$ cat src/rtl/tc_to_sm_encoder.sv
// Two's-complement Q21.10 to sign-magnitude Q21.10 encoder, 2-stage valid/ready pipeline.
// Define SAT_COUNT_EN to add the saturating sat_count event counter port.
module tc_to_sm_encoder #(
    parameter int W         = 32,
    parameter int SAT_CNT_W = 16
) (
    input  logic                 clk,
    input  logic                 rst_n,
    input  logic                 in_valid,
    output logic                 in_ready,
    input  logic [W-1:0]         in_data,
    output logic                 out_valid,
    input  logic                 out_ready,
    output logic [W-1:0]         out_data,
    output logic                 out_sat
`ifdef SAT_COUNT_EN
    ,
    output logic [SAT_CNT_W-1:0] sat_count
`endif
);

    if (W < 12) begin : g_bad_w
        $error("tc_to_sm_encoder: W must be at least 12");
    end
    if (SAT_CNT_W < 1) begin : g_bad_cnt
        $error("tc_to_sm_encoder: SAT_CNT_W must be at least 1");
    end

    localparam logic [W:0] MAX_POS = {2'b00, {(W-1){1'b1}}};

    logic         s1_valid;
    logic         s1_neg;
    logic [W:0]   s1_mag;
    logic         s2_valid;
    logic         adv1;
    logic [W:0]   ext;
    logic [W:0]   mag_next;
    logic         sat_next;
    logic         zero_next;
    logic [W-1:0] data_next;

    assign adv1      = !s2_valid || out_ready;
    assign in_ready  = !s1_valid || adv1;
    assign out_valid = s2_valid;

    // One extra bit keeps the magnitude of the most negative input from wrapping.
    assign ext      = {in_data[W-1], in_data};
    assign mag_next = in_data[W-1] ? (~ext + (W+1)'(1)) : ext;

    assign sat_next  = s1_mag > MAX_POS;
    assign zero_next = s1_mag == '0;

    always_comb begin
        data_next = {s1_neg, s1_mag[W-2:0]};
        if (sat_next) begin
            data_next = '1;
        end else if (zero_next) begin
            data_next = '0;
        end
    end

    always_ff @(posedge clk or negedge rst_n) begin
        if (!rst_n) begin
            s1_valid <= 1'b0;
            s1_neg   <= 1'b0;
            s1_mag   <= '0;
        end else if (in_ready) begin
            s1_valid <= in_valid;
            if (in_valid) begin
                s1_neg <= in_data[W-1];
                s1_mag <= mag_next;
            end
        end
    end

    always_ff @(posedge clk or negedge rst_n) begin
        if (!rst_n) begin
            s2_valid <= 1'b0;
            out_data <= '0;
            out_sat  <= 1'b0;
        end else if (adv1) begin
            s2_valid <= s1_valid;
            if (s1_valid) begin
                out_data <= data_next;
                out_sat  <= sat_next;
            end
        end
    end

`ifdef SAT_COUNT_EN
    always_ff @(posedge clk or negedge rst_n) begin
        if (!rst_n) begin
            sat_count <= '0;
        end else if (out_valid && out_ready && out_sat && (sat_count != '1)) begin
            sat_count <= sat_count + SAT_CNT_W'(1);
        end
    end
`endif

endmodule
$ cat config.mk
export PLATFORM = sky130hd
export DESIGN_NAME = tc_to_sm_encoder
export DESIGN_NICKNAME = d
export VERILOG_FILES = /design/src/rtl/tc_to_sm_encoder.sv
export SDC_FILE = /design/constraint.sdc
export NUM_CORES = 1
export LEC_CHECK = 0
export ABC_AREA = 1
export CAP_MARGIN = 20
export CORE_MARGIN = 2
export CORE_UTILIZATION = 47
export CTS_CLUSTER_DIAMETER = 40
export DETAILED_ROUTE_END_ITERATION = 16
export GPL_TIMING_DRIVEN = 0
export HOLD_SLACK_MARGIN = 0.15
export PLACE_DENSITY = 0.87
export SLEW_MARGIN = 5
export SYNTH_ARGS = -nofsm -noshare
export SYNTH_HDL_FRONTEND = slang
export SYNTH_SLANG_ARGS = --single-unit
$ cat constraint.sdc
create_clock -name clk -period 1.1 [get_ports clk]
set_input_delay 0.22 -clock clk [delete_from_list [all_inputs] [get_ports clk]]
set_output_delay 0.22 -clock clk [all_outputs]
set_load 0.1 [all_outputs]
# Word-level counts from Yosys, hierarchy flattened
# Index checks and enable logic that the tools add are counted.
[classes]
reduce_logical = 7
n_mul = 0
n_mux = 3
magnitude_cmp = 1
n_div = 0
n_eq_ne = 0
n_shift = 0
addsub = 1
bitwise_logic = 1
[ops]
columns = ["op", "count"]
rows = [
  ["2-to-1 mux 32 bit", 2],
  ["adder 33 x 1 -> 33 bit, second input constant", 1],
  ["> comparator 33 x 31 -> 1 bit, second input constant", 1],
  ["logical NOT 33 bit", 1],
  ["2-to-1 mux 33 bit", 1],
  ["NOT 33 bit", 1],
  ["AND reduction 2 bit", 2],
  ["logical NOT 1 bit", 2],
  ["logical OR 1 bit", 2],
]
[word_totals]
output_inout_bits = 35
romBits = 0
elab_cells = 19
inputBits = 36
latch_bits = 0
n_memories = 0
regBits = 69
ramBits = 0

# Longest topological paths before layout
# Gate-level depths: netlist of run 1.
[depth]
ltp_word = 4
ltp_mapped = 10
depth_no_buf = 10

# Worst setup path before layout of run 1
# Ideal clock, no wire load.
[synth_timing]
path_kind = "register to register"
start = "reg s2_valid, in the netlist out_valid"
end = "reg s1_valid"
arrival_time_ps = 2771
n_path_buf = 2
required_ps = 938
path_stages_with_launch = 6
path_slack_ps = -1833
period_less_slack_ps = 2933
setup_time_ps = 162
cell_sequence = "dfrtp_1 > nand3_1 > nand2_1 > buf_2 > buf_4 > nand2_1"
[synth_between]
elab_chain_cells = 3
[synth_lines]
columns = ["element", "line_no", "rtl"]
rows = [
  ["from (decl)", "34", "logic s2_valid;"],
  ["from (signal assigned)", "82", "s2_valid <= s1_valid;"],
  ["logical NOT 1 bit", "42", "assign adv1 = !s2_valid || out_ready;"],
  ["logical OR 1 bit", "42", ""],
  ["logical OR 1 bit", "43", "assign in_ready = !s1_valid || adv1;"],
  ["via in_ready", "10", "output logic in_ready,"],
  ["to (signal assigned)", "68", "s1_valid <= in_valid;"],
  ["to (decl)", "31", "logic s1_valid;"],
]
# The timed path passes the listed nets, and every way through them passes these cells.
# A chain may end at the register's enable or synchronous reset.

# Worst setup path after layout of run 1
[layout_timing]
start = "in in_data[27]"
end = "reg s1_mag[30]"
[layout_between]
elab_chain_cells = 3
[layout_lines]
columns = ["element", "line_no", "rtl"]
rows = [
  ["from (decl)", "11", "input logic [W-1:0] in_data,"],
  ["NOT 33 bit", "48", "assign mag_next = in_data[W-1] ? (~ext + (W+1)'(1)) : ext;"],
  ["adder 33 x 1 -> 33 bit", "48", ""],
  ["2-to-1 mux 33 bit", "48", ""],
  ["to (signal assigned)", "71", "s1_mag <= mag_next;"],
  ["to (decl)", "33", "logic [W:0] s1_mag;"],
]
# Every way passes these cells.

==> impl_metrics.env, run 1 <==
export IMPL_yosysTopAreaCellShare_pct=46.6
export IMPL_dp_slack_ns=-1.12
export IMPL_cts_root_buf="clkbuf_8"
export IMPL_cap_violations=0
export IMPL_diodes=0
export IMPL_drc=0
export IMPL_p_per_area_nw_per_um2=2300
export IMPL_fillers=442
export IMPL_hold_viol_final=25
export IMPL_synth_ff_type="dfrtp_1"
export IMPL_clock_sinks=69
export IMPL_area_delta_synth_final_pct=60.7
export IMPL_skew_ns=0.0143
export IMPL_syn_nets=541
export IMPL_crit_required_ns=1.34
export IMPL_p_leak_nw=2.77
export IMPL_grt_pass1_vias=3933
export IMPL_gr_usage_all_layers_pct=29.5
export IMPL_first_pass_iters=5
export IMPL_worst_path_max_fanout=3
export IMPL_grt_pass1_wl_um=19800
export IMPL_mappedNetlistArea_um2=3710
export IMPL_regArea_um2=1770
export IMPL_die_w_um=92.8
export IMPL_synth_common_cells="137 x nand2_1, 83 x nor2_1, 69 x dfrtp_1"
export IMPL_tightest_slew_ns=0.874
export IMPL_wl_um=14700
export IMPL_tns_ns=-15.43
export IMPL_antenna_found_initial=0
export IMPL_grt_start_max_net_pins=70
export IMPL_min_period_ns=1.44
export IMPL_routed_via_density=5.99
export IMPL_drive_above_1_share_pct=38.4
export IMPL_cts_path_max_buffers=2
export IMPL_numCtsBuffers=9
export IMPL_reg2reg_from="out_valid"
export IMPL_critPathLaunchType="primary input"
export IMPL_post_synth_top_count_cell="nand2_1"
export IMPL_dpl_cell_area_um2=4630
export IMPL_synthTopCellsByArea="dfrtp_1 47%, nand2_1 14%, nor2_1 8.4%"
export IMPL_syn_avg_cell_area_um2=7.36
export IMPL_dp_hpwl_um=7410
export IMPL_final_max_slew_viol_count=0
export IMPL_h_tree_depth=3
export IMPL_setup_viol=103
export IMPL_multi_input_area_um2=2090
export IMPL_initial_core_util_pct=48.2
export IMPL_yosysTopAreaCell="dfrtp_1"
export IMPL_critical_path_class="in2reg"
export IMPL_cts_tree="yes"
export IMPL_final_cells=722
export IMPL_r2r_end="s1_mag[30]"
export IMPL_synth_top_family_by_area="simple AND/OR/NAND/NOR gates"
export IMPL_synthAdderAreaFrac_pct=0.337
export IMPL_clock_latency_ns=0.36
export IMPL_cp_data_arrival_time_ns=1.67
export IMPL_die_h_um=92.8
export IMPL_via_count=4322
export IMPL_r2r_setup_slack_ns=-0.31
export IMPL_overflow=0
export IMPL_antenna_left=0
export IMPL_synthMuxAreaShare_pct=0
export IMPL_max_clock_freq_ghz=0.697
export IMPL_ios=71
export IMPL_path_clk_slew_ns=0.08
export IMPL_synth_compound_area_share_pct=7.59
export IMPL_dp_cells=676
export IMPL_wire_per_inst_um=20.4
export IMPL_violations="negative hold slack, negative setup slack"
export IMPL_row_count=32
export IMPL_io_buffers=70
export IMPL_num_nets_final=652
export IMPL_finish_instance_area_um2=5960
export IMPL_utilization_pct=77.5
export IMPL_rsz0062_at_grt="yes"
export IMPL_peakVddDrop_mv=0.890
export IMPL_synthCells=504
export IMPL_period_share_pct=131
export IMPL_endpoint_kind="flip-flop"
export IMPL_ys_ff_latch=69
export IMPL_yosysSeqAreaShare_pct=46.6
export IMPL_synth_cell_types=28
export IMPL_slew_headroom_pct=41.7
export IMPL_synthSimpleGateAreaFrac_pct=35.0
export IMPL_synth_edf_count=0
export IMPL_hp_class="in2async"
export IMPL_core_area_um2=7690
export IMPL_place_gp_congestion=0.951
export IMPL_fin_ws_ns=-0.336
export IMPL_yosysWarningCount=0
export IMPL_async_flop_share_pct=100
export IMPL_status="complete, but fails checks"
export IMPL_drt_iter0_drc=541
export IMPL_holdWs_ns=-0.0454
export IMPL_die_area_um2=8610
export IMPL_r2r_cells=7
export IMPL_synthXorXnorAreaFrac_pct=2.36
export IMPL_p_total_mw=13.7
-- cells in the final DEF, fill, tap and decap left out, types with 2 or more instances in the layout --
| cell | n |
|---|---|
| nor2_4 | 7 |
| o21ai_2 | 14 |
| nand2_2 | 30 |
| nor3_1 | 2 |
| buf_8 | 3 |
| clkbuf_8 | 12 |
| nand2_4 | 8 |
| buf_4 | 18 |
| inv_1 | 46 |
| dfrtp_1 | 35 |
| o21ai_1 | 13 |
| nor2_1 | 69 |
| buf_6 | 21 |
| buf_12 | 32 |
| dlygate4sd2_1 | 19 |
| dlymetal6s2s_1 | 4 |
| clkdlybuf4s50_1 | 9 |
| o21ai_0 | 7 |
| nand3_2 | 12 |
| nand3_4 | 8 |
| nor2_2 | 15 |
| dfrtp_2 | 33 |
| bufinv_16 | 3 |
| inv_2 | 6 |
| a21oi_1 | 16 |
| nand3_1 | 31 |
| xor2_1 | 10 |
| nand4_1 | 9 |
| inv_4 | 2 |
| nand3b_1 | 3 |
| buf_16 | 2 |
| nand2_1 | 104 |
-- worst max path at each step --
stage,start,endpoint,slack (ns),cells past startpoint
after CTS,out_valid,in_ready,-0.24,2
after floorplan,out_valid,s1_valid,-0.53,5
after detailed placement,out_ready,in_ready,-1.12,4
after global placement,rst_n,out_valid,-2.75,1
final,in_data[27],s1_mag[30],-0.34,9
after global routing,in_data[27],s1_mag[30],-0.45,9
-- critical path, cell delays in order --
cell and delay [ns]:
clkdlybuf4s50_1 0.48, nor2_2 0.24, nand2_1 0.09, nor2_1 0.13
nand2_1 0.08, nand2_1 0.09, nand4_1 0.11, nand3_1 0.15
nand2_1 0.08
-- final cells by class --
type | instances | share of cell area [%]
clock buffers | 13 | 2.83
inverters | 55 | 3.76
flip-flops and latches | 69 | 29.7
plain buffers | 15 | 3.09
well taps | 102 | 2.14
repair inverters | 1 | 0.147
multi-input cells | 366 | 35.1
clock inverters | 3 | 1.51
repair buffers | 98 | 21.7
-- logic make-up after synthesis --
logic type,count (synthesis)
adders and majority gates,1
buffers and inverters,70
AOI/OAI and AO/OA,54
DFF,69
and+or+nand+nor,300
xor gates and xnor gates,10
-- metal layers --
layer / vias up / track usage [%] / wire, um
met2: 360 / 51.7 / 7270
met5: - / 0 / 0
met3: 95 / 4.39 / 1380
met1: 2048 / 36.1 / 5260
met4: 0 / 12.7 / 813
li1: 1819 / - / -
-- flip-flops by register name, summed over array words and instances, names as in the netlist --
| signal | count |
|---|---|
| s1_valid | 1 |
| out_valid | 1 |
| s1_mag | 33 |
| out_sat | 1 |
| s1_neg | 1 |
| out_data | 32 |
-- power by group --
| group | total [mW] | internal, mW | switching [mW] | leakage (nW) |
|---|---|---|---|---|
| registers | 3.90 | 3.22 | 0.684 | 0.795 |
| clock network | 2.78 | 1.70 | 1.08 | 0.130 |
| logic | 7.04 | 2.40 | 4.64 | 1.84 |
| total | 13.7 | 7.31 | 6.41 | 2.77 |
-- repair_timing --
item,CTS,global route
setup buffers,14,10
pin swaps,36,14
hold endpoints to repair,69,69
setup endpoints to repair,102,104
cloned,5,2
gates resized for setup,390,97
No activity file was read; power rests on OpenSTA's default activity.
==> inputs of run 2 (changes only) <==
Settings changed: CORE_MARGIN 2 to 1, CORE_UTILIZATION 47 to 57, DONT_BUFFER_PORTS set to 1, PLACE_DENSITY 0.87 to 0.86.
==> run 2 against run 1 <==
Against the previous run: the run still ends with negative hold slack, negative setup slack left; highest routed layer unchanged; non-clock buffer count shrank 62; via count down 14%; largest power group is now sequential cells; critical path type is now reg2reg; setup slack got worse by 0.32 ns; clock power decreased by 31%; largest cell class unchanged.
==> impl_metrics.env, run 2 (synthesis gave the netlist of run 1 again) <==
export IMPL_setup_viol=104
export IMPL_via_count=3737
export IMPL_die_w_um=82.6
export IMPL_critical_path_class="reg2reg"
export IMPL_cts_tree="yes"
export IMPL_status="complete, but fails checks"
export IMPL_endpoint_kind="flip-flop"
export IMPL_rsz0062_at_grt="yes"
export IMPL_period_share_pct=160
export IMPL_violations="negative hold slack, negative setup slack"
export IMPL_clock_latency_ns=0.35
export IMPL_routed_via_density=5.90
export IMPL_dp_cells=581
export IMPL_regArea_um2=1850
export IMPL_first_pass_iters=6
export IMPL_skew_ns=0.0146
export IMPL_grt_pass1_wl_um=17100
export IMPL_min_period_ns=1.76
export IMPL_p_leak_nw=2.19
export IMPL_hold_viol_final=69
export IMPL_antenna_found_initial=0
export IMPL_die_area_um2=6830
export IMPL_dp_hpwl_um=6860
export IMPL_tns_ns=-34.81
export IMPL_die_h_um=82.6
export IMPL_cp_data_arrival_time_ns=1.99
export IMPL_gr_usage_all_layers_pct=34.9
export IMPL_final_max_slew_viol_count=0
export IMPL_io_buffers=0
export IMPL_tightest_slew_ns=0.410
export IMPL_core_area_um2=6310
export IMPL_ios=71
export IMPL_wl_um=11300
export IMPL_dpl_cell_area_um2=3900
export IMPL_cts_root_buf="clkbuf_8"
export IMPL_final_cell_mix="130 x nand2_1, 81 x nor2_1, 52 x inv_1"
export IMPL_worst_path_max_fanout=8
export IMPL_fin_ws_ns=-0.657
export IMPL_drive_above_1_share_pct=21.8
export IMPL_peakVddDrop_mv=2.13
export IMPL_holdBufCountCts=27
export IMPL_slew_headroom_pct=72.7
export IMPL_dp_slack_ns=-0.694
export IMPL_top_register="s1_mag"
export IMPL_numCtsBuffers=9
export IMPL_hp_class="in2async"
export IMPL_grt_pass1_vias=3632
export IMPL_p_per_area_nw_per_um2=2210
export IMPL_drt_iter0_drc=364
export IMPL_critPathLaunchType="flip-flop"
export IMPL_area_delta_synth_final_pct=28.6
export IMPL_largest_reg_flops=33
export IMPL_overflow=0
export IMPL_finish_instance_area_um2=4770
export IMPL_drc=0
export IMPL_place_gp_congestion=0.980
export IMPL_p_total_mw=10.5
export IMPL_cts_path_max_buffers=2
export IMPL_path_clk_slew_ns=0.08
export IMPL_multi_input_area_um2=1860
export IMPL_final_cells=633
export IMPL_wire_per_inst_um=17.9
export IMPL_diodes=0
export IMPL_num_nets_final=588
export IMPL_crit_required_ns=1.33
export IMPL_initial_core_util_pct=58.7
export IMPL_clock_sinks=69
export IMPL_cap_violations=0
export IMPL_final_common_cell="nand2_1"
export IMPL_largestRegisters="s1_mag (33), out_data (32)"
export IMPL_grt_start_max_net_pins=70
export IMPL_antenna_left=0
export IMPL_max_clock_freq_ghz=0.569
export IMPL_h_tree_depth=3
export IMPL_holdWs_ns=-0.439
export IMPL_row_count=29
export IMPL_fillers=436
-- run 2: changes by cell type in the layout (fill, tap and decap cells not counted), sizes merged, moves of 2 or more --
cell	before	now
dlygate4sd2	19	0
buf	77	22
clkdlybuf4s50	9	0
clkdlybuf4s15	2	0
dlygate4sd3	0	27
dlymetal6s2s	4	0
clkbuf	15	17
bufinv	3	0
-- run 2: area by class of cell --
class	count	area share [%]
Buffer	15	2.97
Clock buffer	15	3.70
Clock inverter	1	0.105
Inverter	55	4.59
Multi-Input combinational cell	365	39.1
Sequential cell	69	38.9
Tap cell	77	2.02
Timing Repair Buffer	36	8.64
-- run 2: worst paths after layout --
kind	start	to	slack, ns	cells past startpoint
hold / removal	rst_n	s1_mag[31]	-0.44	0
setup reg to reg	out_valid	s1_mag[9]	-0.66	6
setup / recovery	out_valid	s1_mag[9]	-0.66	6
max in group asynchronous	rst_n	out_sat	1.42	0
min in group clk	in_data[28]	s1_mag[28]	0.15	4
hold reg to reg	s1_mag[19]	s1_mag[19]	0.49	2
-- run 2: power by group --
group	total [mW]	leakage (nW)	internal [mW]	switching [mW]
Sequential	6.85	0.796	3.39	3.46
Clock	1.91	0.0937	1.00	0.909
Combinational	1.77	1.30	0.714	1.06
Total	10.5	2.19	5.11	5.43
-- run 2: metrics by stage --
| stage | util (%) | hold WS (ns) |
|---|---|---|
| 6_report | 75.5 | -0.439 |
| 5_1_grt | 75.5 | -0.443 |
| 4_1_cts | 74.6 | -0.441 |
| 3_5_place_dp | 61.7 | -0.0737 |
| 3_3_place_gp | 61.7 | -0.0736 |
| 2_1_floorplan | - | -0.0756 |
-- run 2: timing repair --
item | CTS | global route
setup buffers | 6 | 0
endpoints found under the setup margin | 104 | 104
gates resized for setup | 78 | 12
endpoints found under the hold margin | 97 | 69
gates cloned | 2 | 1
pin swaps | 17 | 2
-- run 2: worst max-delay path, cell delays in order (launching register included) --
cell and delay, ns:
dfrtp_4 0.63, nand3_4 0.40, nand2_8 0.22, inv_8 0.08, buf_4 0.16, nor2_2 0.11, a31oi_1 0.05
-- run 2: routing by layer --
layer	part of all wire (%)	GRT usage, %
met5	0	0
met4	4.5	22.2
met3	9.2	7.03
met2	49	59.2
met1	37	40.0
